<file path="config.mk">
export PLATFORM = sky130hd
export DESIGN_NAME = wave_shaper
export DESIGN_NICKNAME = d
export VERILOG_FILES = /design/src/rtl/synth_pkg.sv /design/src/rtl/phase_accum.sv /design/src/rtl/wave_shaper.sv
export SDC_FILE = /design/constraint.sdc
export NUM_CORES = 1
export LEC_CHECK = 0
export ABC_CLOCK_PERIOD_IN_PS = 3660
export CAP_MARGIN = 20
export CORE_UTILIZATION = 53
export DETAILED_ROUTE_END_ITERATION = 10
export PLACE_DENSITY = 0.88
export SYNTH_ARGS = -nofsm -noshare
export SYNTH_HDL_FRONTEND = slang
export SYNTH_HIERARCHICAL = 1
export SYNTH_SLANG_ARGS = --single-unit
</file>
<file path="constraint.sdc">
create_clock -name clk -period 3.66 [get_ports clk]
set_input_delay 0.549 -clock clk [delete_from_list [all_inputs] [get_ports clk]]
set_output_delay 0.549 -clock clk [all_outputs]
set_load 0.05 [all_outputs]
</file>
<file path="src/rtl/synth_pkg.sv">
// Shared synthesiser definitions: waveform select encoding and default widths.
package synth_pkg;

    typedef enum logic [1:0] {
        OFF    = 2'd0,
        SQUARE = 2'd1,
        SAW    = 2'd2,
        TRI    = 2'd3
    } wave_t;

    localparam int unsigned ACC_W_DEF = 16;
    localparam int unsigned OUT_W_DEF = 8;

endpackage

</file>
<file path="src/rtl/phase_accum.sv">
// Phase accumulator with clear, enable and carry-out.
// Ports:
//   clk, rst      - clock, async active-high reset
//   i_en          - load acc with the next phase this cycle
//   i_clear       - next phase is 0 instead of acc + i_inc (no carry)
//   i_inc         - phase increment
//   o_tap_c       - top TAP_W bits of the next phase (combinational)
//   o_carry_c     - carry out of acc + i_inc (combinational, 0 when clearing)
module phase_accum #(
    parameter int unsigned ACC_W = 16,
    parameter int unsigned TAP_W = 9
) (
    input  logic             clk,
    input  logic             rst,
    input  logic             i_en,
    input  logic             i_clear,
    input  logic [ACC_W-1:0] i_inc,
    output logic [TAP_W-1:0] o_tap_c,
    output logic             o_carry_c
);

    localparam int unsigned SUM_W = ACC_W + 1;

    logic [ACC_W-1:0] r_acc;
    logic [SUM_W-1:0] w_sum;
    logic [ACC_W-1:0] w_acc_next;

    // One extra bit on the add captures the overflow carry.
    assign w_sum      = SUM_W'(r_acc) + SUM_W'(i_inc);
    assign w_acc_next = i_clear ? '0 : w_sum[ACC_W-1:0];
    assign o_carry_c  = ~i_clear & w_sum[ACC_W];
    assign o_tap_c    = w_acc_next[ACC_W-1 -: TAP_W];

    always_ff @(posedge clk or posedge rst) begin
        if (rst) begin
            r_acc <= '0;
        end else if (i_en) begin
            r_acc <= w_acc_next;
        end
    end

endmodule

</file>
<file path="src/rtl/wave_shaper.sv">
// Waveform generator: turns a phase accumulator into OFF/SQUARE/SAW/TRI samples,
// one registered sample per sample_en tick.
// Ports:
//   clk, rst      - clock, async active-high reset
//   mode          - waveform select (0=OFF, 1=SQUARE, 2=SAW, 3=TRI), sampled on sample_en
//   phase_inc     - frequency word, sampled on sample_en
//   sample_en     - single-cycle sample-rate tick
//   sample        - current unsigned sample, held between ticks
//   sample_valid  - one-cycle pulse after each tick
//   phase_wrap    - one-cycle pulse with sample_valid when the accumulator overflowed
module wave_shaper
    import synth_pkg::*;
#(
    parameter int unsigned ACC_W = ACC_W_DEF,
    parameter int unsigned OUT_W = OUT_W_DEF
) (
    input  logic             clk,
    input  logic             rst,
    input  logic [1:0]       mode,
    input  logic [ACC_W-1:0] phase_inc,
    input  logic             sample_en,
    output logic [OUT_W-1:0] sample,
    output logic             sample_valid,
    output logic             phase_wrap
);

    localparam int unsigned TAP_W = OUT_W + 1;

    wave_t            r_mode;
    wave_t            w_mode;
    logic             w_clear;
    logic [TAP_W-1:0] w_tap;
    logic             w_carry;
    logic [OUT_W-1:0] w_tri;
    logic [OUT_W-1:0] w_shape;

    assign w_mode = wave_t'(mode);

    // OFF holds phase at 0; leaving OFF restarts at phase 0 without applying the increment.
    assign w_clear = (w_mode == OFF) || (r_mode == OFF);

    phase_accum #(
        .ACC_W (ACC_W),
        .TAP_W (TAP_W)
    ) u_phase_accum (
        .clk       (clk),
        .rst       (rst),
        .i_en      (sample_en),
        .i_clear   (w_clear),
        .i_inc     (phase_inc),
        .o_tap_c   (w_tap),
        .o_carry_c (w_carry)
    );

    // Triangle folds the second half-period by inverting the bits below the MSB.
    assign w_tri = w_tap[OUT_W-1:0];

    // Shape mux on the next phase so the sample lands on the same edge as the acc update.
    always_comb begin
        w_shape = '0;
        case (w_mode)
            OFF:     w_shape = '0;
            SQUARE:  w_shape = {OUT_W{w_tap[OUT_W]}};
            SAW:     w_shape = w_tap[OUT_W:1];
            TRI:     w_shape = w_tap[OUT_W] ? ~w_tri : w_tri;
            default: w_shape = '0;
        endcase
    end

    // Output and mode registers.
    always_ff @(posedge clk or posedge rst) begin
        if (rst) begin
            r_mode       <= OFF;
            sample       <= '0;
            sample_valid <= 1'b0;
            phase_wrap   <= 1'b0;
        end else begin
            sample_valid <= sample_en;
            phase_wrap   <= sample_en & w_carry;
            if (sample_en) begin
                r_mode <= w_mode;
                sample <= w_shape;
            end
        end
    end

endmodule

</file>
==> results_dict.tcl, run 1 <==
set metrics [dict create \
    status "complete, no violations" \
    fin_skew_ns 0.00727 \
    rows 22 \
    routabilityCongestion 0.918 \
    cap_viol_max_count 0 \
    nNetsFinal 291 \
    reg2reg_depth 10 \
    post_cts_buffers 0 \
    cp.arrival_ns 3.52 \
    synth_area_mm2 0.00208 \
    via_count 1857 \
    r2r-start "u_phase_accum/r_acc[0]$_DFFE_PP0P_" \
    dr.pass1.iters 5 \
    clock_latency_ns 0.29 \
    gr-usage-all-layers_pct 24.7 \
    cts_tree "built" \
    max_freq_mhz 302 \
    overflow 0 \
    synth_warnings 6 \
    clock-sinks 28 \
    critPathMaxFanout 3 \
    drive_gt1_share_pct 6.35 \
    ys.flop_type "dfrtp_1" \
    pre_cts_ws_ns 0.126 \
    ys_ff_latch 28 \
    synthTopCellsByArea "dfrtp_1, ha_1, nand2_1" \
    netlist-cell-type-count 48 \
    critPathCaptureType "register" \
    start_kind "input pin" \
    cp_cell_sequence "clkdlybuf4s50_1 > ha_1 > inv_1 > fa_1 > and2b_1 > o2111ai_1 > a2111oi_0 > nor3_1 > nor3_1 > nand4b_1 > a41oi_1" \
    ir_worst_vdd_v 0.000337 \
    cts.clk_slew.worst_paths_ns 0.10 \
    multi_input_area_mm2 0.00121 \
    ant_nets 0 \
    p_per_area_mw_per_mm2 727 \
    finalCritPeriodShare_pct 90.6 \
    power_leakage_nw 1.08 \
    postSynthAreaPerCell_um2 8.92 \
    die-area_mm2 0.00418 \
    holdPathStages 2 \
    grt_pass1_vias 1797 \
    maxSlewViolCount 0 \
    cts_max_level 1 \
    rrSetupSlack_ns 0.68 \
    slew_headroom_pct 55.5 \
    cts_resized 0 \
    grt_max_degree 21 \
    cp_slowest_stage_delay_ns 0.63 \
    drt_iter0_drc 158 \
    worstPathRequired_ns 3.86 \
    clockBufferDepth 2 \
    route.detailed.vias_per_inst 6.19 \
    finalHoldViolCount 0 \
    synth_top_area_share_pct 33.7 \
    die_x_um 64.6 \
    seq_area_frac_synth_pct 33.7 \
    hold_class "register to register" \
    drt_wl_total_um 4680 \
    fin_crit_ns 3.32 \
    synth.most_common_cell "dfrtp_1" \
    ff_latch_area_um2 701 \
    grt_pass1_wl_um 7900 \
    numPortBuffers 30 \
    core_area_mm2 0.00372 \
    async_flop_share_pct 100 \
    rsz0062_at_grt "no" \
    yosys.area.top_type "dfrtp_1" \
    synth_nets 271 \
    yosys-top-cells-count "dfrtp_1, nand2_1, nor2_1" \
    holdBufCountCts 0 \
    crit_top_cell "nor3_1" \
    initial_core_util_pct 55.9 \
    wire_per_inst_um 15.6 \
    tns_ns 0 \
    slowest_stage "a2111oi_0" \
    fillerInstances 322 \
    ios 31 \
    drc 0 \
    area_delta_synth_final_pct 16.4 \
    netlist_instances 233 \
    worstMarginPinSlew_ns 0.660 \
    synth_edf_count 0 \
    path_class "input pin to register" \
    finalSetupViolations 0 \
    die_height_um 64.6 \
    numCtsBuffers 3 \
    dp_hpwl_um 3590 \
    worstHoldStart "u_phase_accum/r_acc[8]$_DFFE_PP0P_" \
    num_antenna_cells 0 \
    clockRootBuffer "clkbuf_8" \
    r2r-end "sample[7]$_DFFE_PP0P_" \
    min_to "u_phase_accum/r_acc[8]$_DFFE_PP0P_" \
    antenna_found_initial 0 \
    fin_ws_ns 0.344 \
]
final cells by class:
| cell class | instances | share of cell area (%) |
|---|---|---|
| clock buffers | 3 | 1.71 |
| clock inverters | 1 | 1.24 |
| inverters | 13 | 2.02 |
| multi-input cells | 173 | 49.9 |
| flip-flops and latches | 28 | 29.0 |
| well taps | 48 | 2.48 |
| repair buffers | 34 | 13.7 |
power by group:
group / internal (W) / total [W] / switching, W
Sequential: 0.000411 / 0.000468 / 0.0000571
Combinational: 0.000420 / 0.00104 / 0.000618
Clock: 0.000147 / 0.000253 / 0.000107
worst max-delay path by stage:
stage                      start                     to  slack [ns]  cells past startpoint
floorplan           phase_inc[0]  sample[7]$_DFFE_PP0P_        0.81                     12
global placement    phase_inc[0]  sample[7]$_DFFE_PP0P_        0.26                     11
detailed placement  phase_inc[0]  sample[7]$_DFFE_PP0P_        0.13                     11
CTS                 phase_inc[0]  sample[7]$_DFFE_PP0P_        0.41                     11
global route        phase_inc[0]  sample[7]$_DFFE_PP0P_        0.23                     12
finish              phase_inc[0]  sample[7]$_DFFE_PP0P_        0.34                     11
layout by cell type (no fill, tap or decap), types with 5 or more instances in the layout:
| master | n |
|---|---|
| clkdlybuf4s50_1 | 30 |
| dfrtp_1 | 28 |
| nand2_1 | 26 |
| nor2_1 | 18 |
| ha_1 | 16 |
| nor3_1 | 14 |
| inv_1 | 13 |
| a21o_1 | 8 |
| a21oi_1 | 8 |
| o21a_1 | 8 |
| a31oi_1 | 7 |
| a32oi_1 | 6 |
| o32ai_1 | 6 |
| a22o_1 | 5 |
state kept, by name (all words and copies together), names as in the netlist:
name and flops:
phase_wrap 1, r_mode 2, sample 8, sample_valid 1, u_phase_accum/r_acc 16
kinds of logic (layout without fill, tap and decap cells):
logic type / Yosys count / count (layout) / share of synthesized area [%]
flip-flops: 28 / 28 / 33.7
AO/OA/AOI/OAI: 72 / 72 / 26.7
buffers and inverters: 32 / 51 / 8.13
XOR/XNOR: 6 / 6 / 2.53
AND/OR/NAND/NOR: 76 / 76 / 17.2
multiplexers: 2 / 2 / 1.08
adder cells (fa/ha/maj): 17 / 17 / 10.6
routing by layer:
layer | up-vias | global-route usage [%] | part of all wire [%]
li1 | 898 | - | -
met1 | 874 | 32.8 | 47
met2 | 77 | 39.3 | 47
met3 | 8 | 4.23 | 5.5
met4 | 0 | 10.6 | 1.3
met5 | - | 0 | 0
worst max-delay path, delay by kind of cell:
kind | cells | cell delay (ns)
AO/OA/AOI/OAI | 3 | 0.98
AND/OR/NAND/NOR | 4 | 0.88
adder cells (fa/ha/maj) | 2 | 0.56
buffers and inverters | 2 | 0.53
stage by stage:
stage / std cells / total power, W / utilization (%) / area, um2 / hold WS [ns]
after global routing: 300 / 0.00189 / 65.1 / 2420 / 0.528
after floorplan: 233 / 0.00132 / - / 2080 / 0.414
after global placement: 296 / 0.00146 / 63.2 / 2350 / 0.473
after detailed placement: 296 / 0.00149 / 63.2 / 2350 / 0.473
after CTS: 300 / 0.00175 / 65.1 / 2420 / 0.502
final: 300 / 0.00176 / 65.1 / 2420 / 0.499
(Power assumes the default switching activity.)
==> inputs of run 2 (changes only) <==
--- a/config.mk
+++ b/config.mk
@@ -10,6 +10,7 @@
 export CORE_UTILIZATION = 53
 export DETAILED_ROUTE_END_ITERATION = 10
 export PLACE_DENSITY = 0.88
+export SLEW_MARGIN = 20
 export SYNTH_ARGS = -nofsm -noshare
 export SYNTH_HDL_FRONTEND = slang
 export SYNTH_HIERARCHICAL = 1
==> results of run 2 <==
Final layout, timing and power as in run 1 (identical DEF).
==> inputs of run 3 (changes only) <==
--- a/config.mk
+++ b/config.mk
@@ -9,7 +9,8 @@
 export CAP_MARGIN = 20
 export CORE_UTILIZATION = 53
 export DETAILED_ROUTE_END_ITERATION = 10
-export PLACE_DENSITY = 0.88
+export DONT_BUFFER_PORTS = 1
+export PLACE_DENSITY = 0.78
 export SLEW_MARGIN = 20
 export SYNTH_ARGS = -nofsm -noshare
 export SYNTH_HDL_FRONTEND = slang
==> run 3 against run 2 <==
Worst setup slack gained 0.29 ns. Sequential power grew 23%. Power shrank 9.9%. Critical path type is now register to register. Largest power group unchanged.
==> results_dict.tcl, run 3 (synthesized netlist as in run 1, its figures left out) <==
set metrics [dict create \
    slowest_stage "a2111oi_0" \
    dp_cells 264 \
    fin_crit_ns 3.02 \
    clockBufferDepth 2 \
    cts_resized 0 \
    max_freq_mhz 331 \
    cts.clk_slew.worst_paths_ns 0.10 \
    via_count 1615 \
    dr.pass1.iters 4 \
    grt_pass1_vias 1507 \
    drt_wl_total_um 4070 \
    nNetsFinal 259 \
    numCtsBuffers 3 \
    cpLargestDelayFamily "compound AO/OA/AOI/OAI gates" \
    grt_pass1_wl_um 6880 \
    slew_headroom_pct 53.2 \
    drt_iter0_drc 103 \
    overflow 0 \
    critPathCaptureType "register" \
    cp.arrival_ns 3.22 \
    top_register "u_phase_accum/r_acc" \
    dp_hpwl_um 3130 \
    numPortBuffers 0 \
    reg_top3 "u_phase_accum/r_acc: 16 flops, sample: 8 flops, r_mode: 2 flops" \
    cts_max_level 1 \
    wire_per_inst_um 15.2 \
    grt_max_degree 31 \
    swShare_pct 46.0 \
    rows 22 \
    status "complete, no violations" \
    cp_cell_sequence "ha_1 > inv_1 > fa_1 > and2b_1 > o2111ai_1 > a2111oi_0 > nor3_1 > nor3_1 > nand4b_1 > a41oi_1" \
    drive_gt1_share_pct 6.36 \
    route.detailed.vias_per_inst 6.03 \
    antenna_found_initial 0 \
    tns_ns 0 \
    ir_worst_vdd_v 0.000307 \
    pwr-share-comb_pct 51.5 \
    die_x_um 64.6 \
    core_area_mm2 0.00372 \
    r2r-start "u_phase_accum/r_acc[0]$_DFFE_PP0P_" \
    start_kind "register" \
    final_cells 268 \
    area_delta_synth_final_pct 0.482 \
    internal_power_w 0.000857 \
    ant_nets 0 \
    finalHoldViolCount 0 \
    clock-sinks 28 \
    crit_start "u_phase_accum/r_acc[0]$_DFFE_PP0P_" \
    pre_cts_ws_ns 0.526 \
    p_sw_w 0.000729 \
    drc 0 \
    routabilityCongestion 0.871 \
    worstPathRequired_ns 3.86 \
    die-area_mm2 0.00418 \
    num_antenna_cells 0 \
    cts_tree "built" \
    ios 31 \
    path_buf_inv 1 \
    p_clk_share_pct 12.2 \
    gr-usage-all-layers_pct 21.2 \
    layout_common_cells "dfrtp_1, nand2_1, nor2_1" \
    hold_class "input pin to asynchronous set/reset pin" \
    power_leakage_nw 0.943 \
    largest_reg_flops 16 \
    rsz0062_at_grt "no" \
    finalSetupViolations 0 \
    post_cts_buffers 0 \
    final_common_cell "dfrtp_1" \
    maxSlewViolCount 0 \
    fin_ws_ns 0.636 \
    power_frac_seq_pct 36.3 \
    cp_slowest_stage_delay_ns 0.70 \
    holdBufCountCts 0 \
    clock_latency_ns 0.27 \
    path_class "register to register" \
    crit_top_cell "nor3_1" \
    fin_skew_ns 0.00418 \
    p_per_area_mw_per_mm2 759 \
    clockRootBuffer "clkbuf_8" \
    worstMarginPinSlew_ns 0.684 \
    cap_viol_max_count 0 \
    initial_core_util_pct 55.9 \
    finalCritPeriodShare_pct 82.6 \
    critPathMaxFanout 3 \
    die_height_um 64.6 \
]
[run 3: cell count changes in the layout (fill, tap and decap cells not counted)]
| cell | previous run | this run |
|---|---|---|
| buf_4 | 4 | 2 |
| clkbuf_8 | 3 | 4 |
| clkdlybuf4s50_1 | 30 | 0 |
| bufinv_16 | 1 | 0 |
[run 3: power by group through the flow]
stage / Combinational, W / Clock, W / Sequential (W)
after detailed placement: 0.000805 / 0 / 0.000582
after floorplan: 0.000757 / 0 / 0.000567
after CTS: 0.000813 / 0.000201 / 0.000578
final: 0.000816 / 0.000194 / 0.000575
after global routing: 0.000927 / 0.000211 / 0.000589
after global placement: 0.000793 / 0 / 0.000577
[run 3: per-stage QoR]
step	total power, W	util, %	hold slack, ns	instance area, um2
6_report	0.00159	56.2	0.141	2090
5_1_grt	0.00173	56.2	0.158	2090
4_1_cts	0.00159	56.2	0.153	2090
3_5_place_dp	0.00139	54.7	0.459	2030
3_3_place_gp	0.00137	54.7	0.454	2030
2_1_floorplan	0.00132	-	0.414	2080
[run 3: layout make-up]
cell class	instances	area [um2]
Clock buffer	4	55.1
Fill cell	350	1630
Inverter	13	48.8
Multi-Input combinational cell	173	1210
Sequential cell	28	701
Tap cell	48	60.1
Timing Repair Buffer	2	15.0
[run 3: layer usage]
metal	wire length [um]	global-route usage [%]	part of all wire, %
met5	0	0	0
met3	146	3.35	3.6
met1	1900	28.2	47
met2	1980	35.4	49
met4	33	5.83	0.81
[run 3: path summary, 6_finish.rpt]
kind | to | slack [ns] | cells past startpoint
min reg2reg | u_phase_accum/r_acc[7]$_DFFE_PP0P_ | 0.50 | 2
min in group clk | sample_valid$_DFF_PP0_ | 0.30 | 0
min | r_mode[0]$_DFFE_PP0P_ | 0.14 | 1
max | sample[7]$_DFFE_PP0P_ | 0.64 | 10
max in group asynchronous | u_phase_accum/r_acc[5]$_DFFE_PP0P_ | 3.02 | 1
max reg2reg | sample[7]$_DFFE_PP0P_ | 0.64 | 10
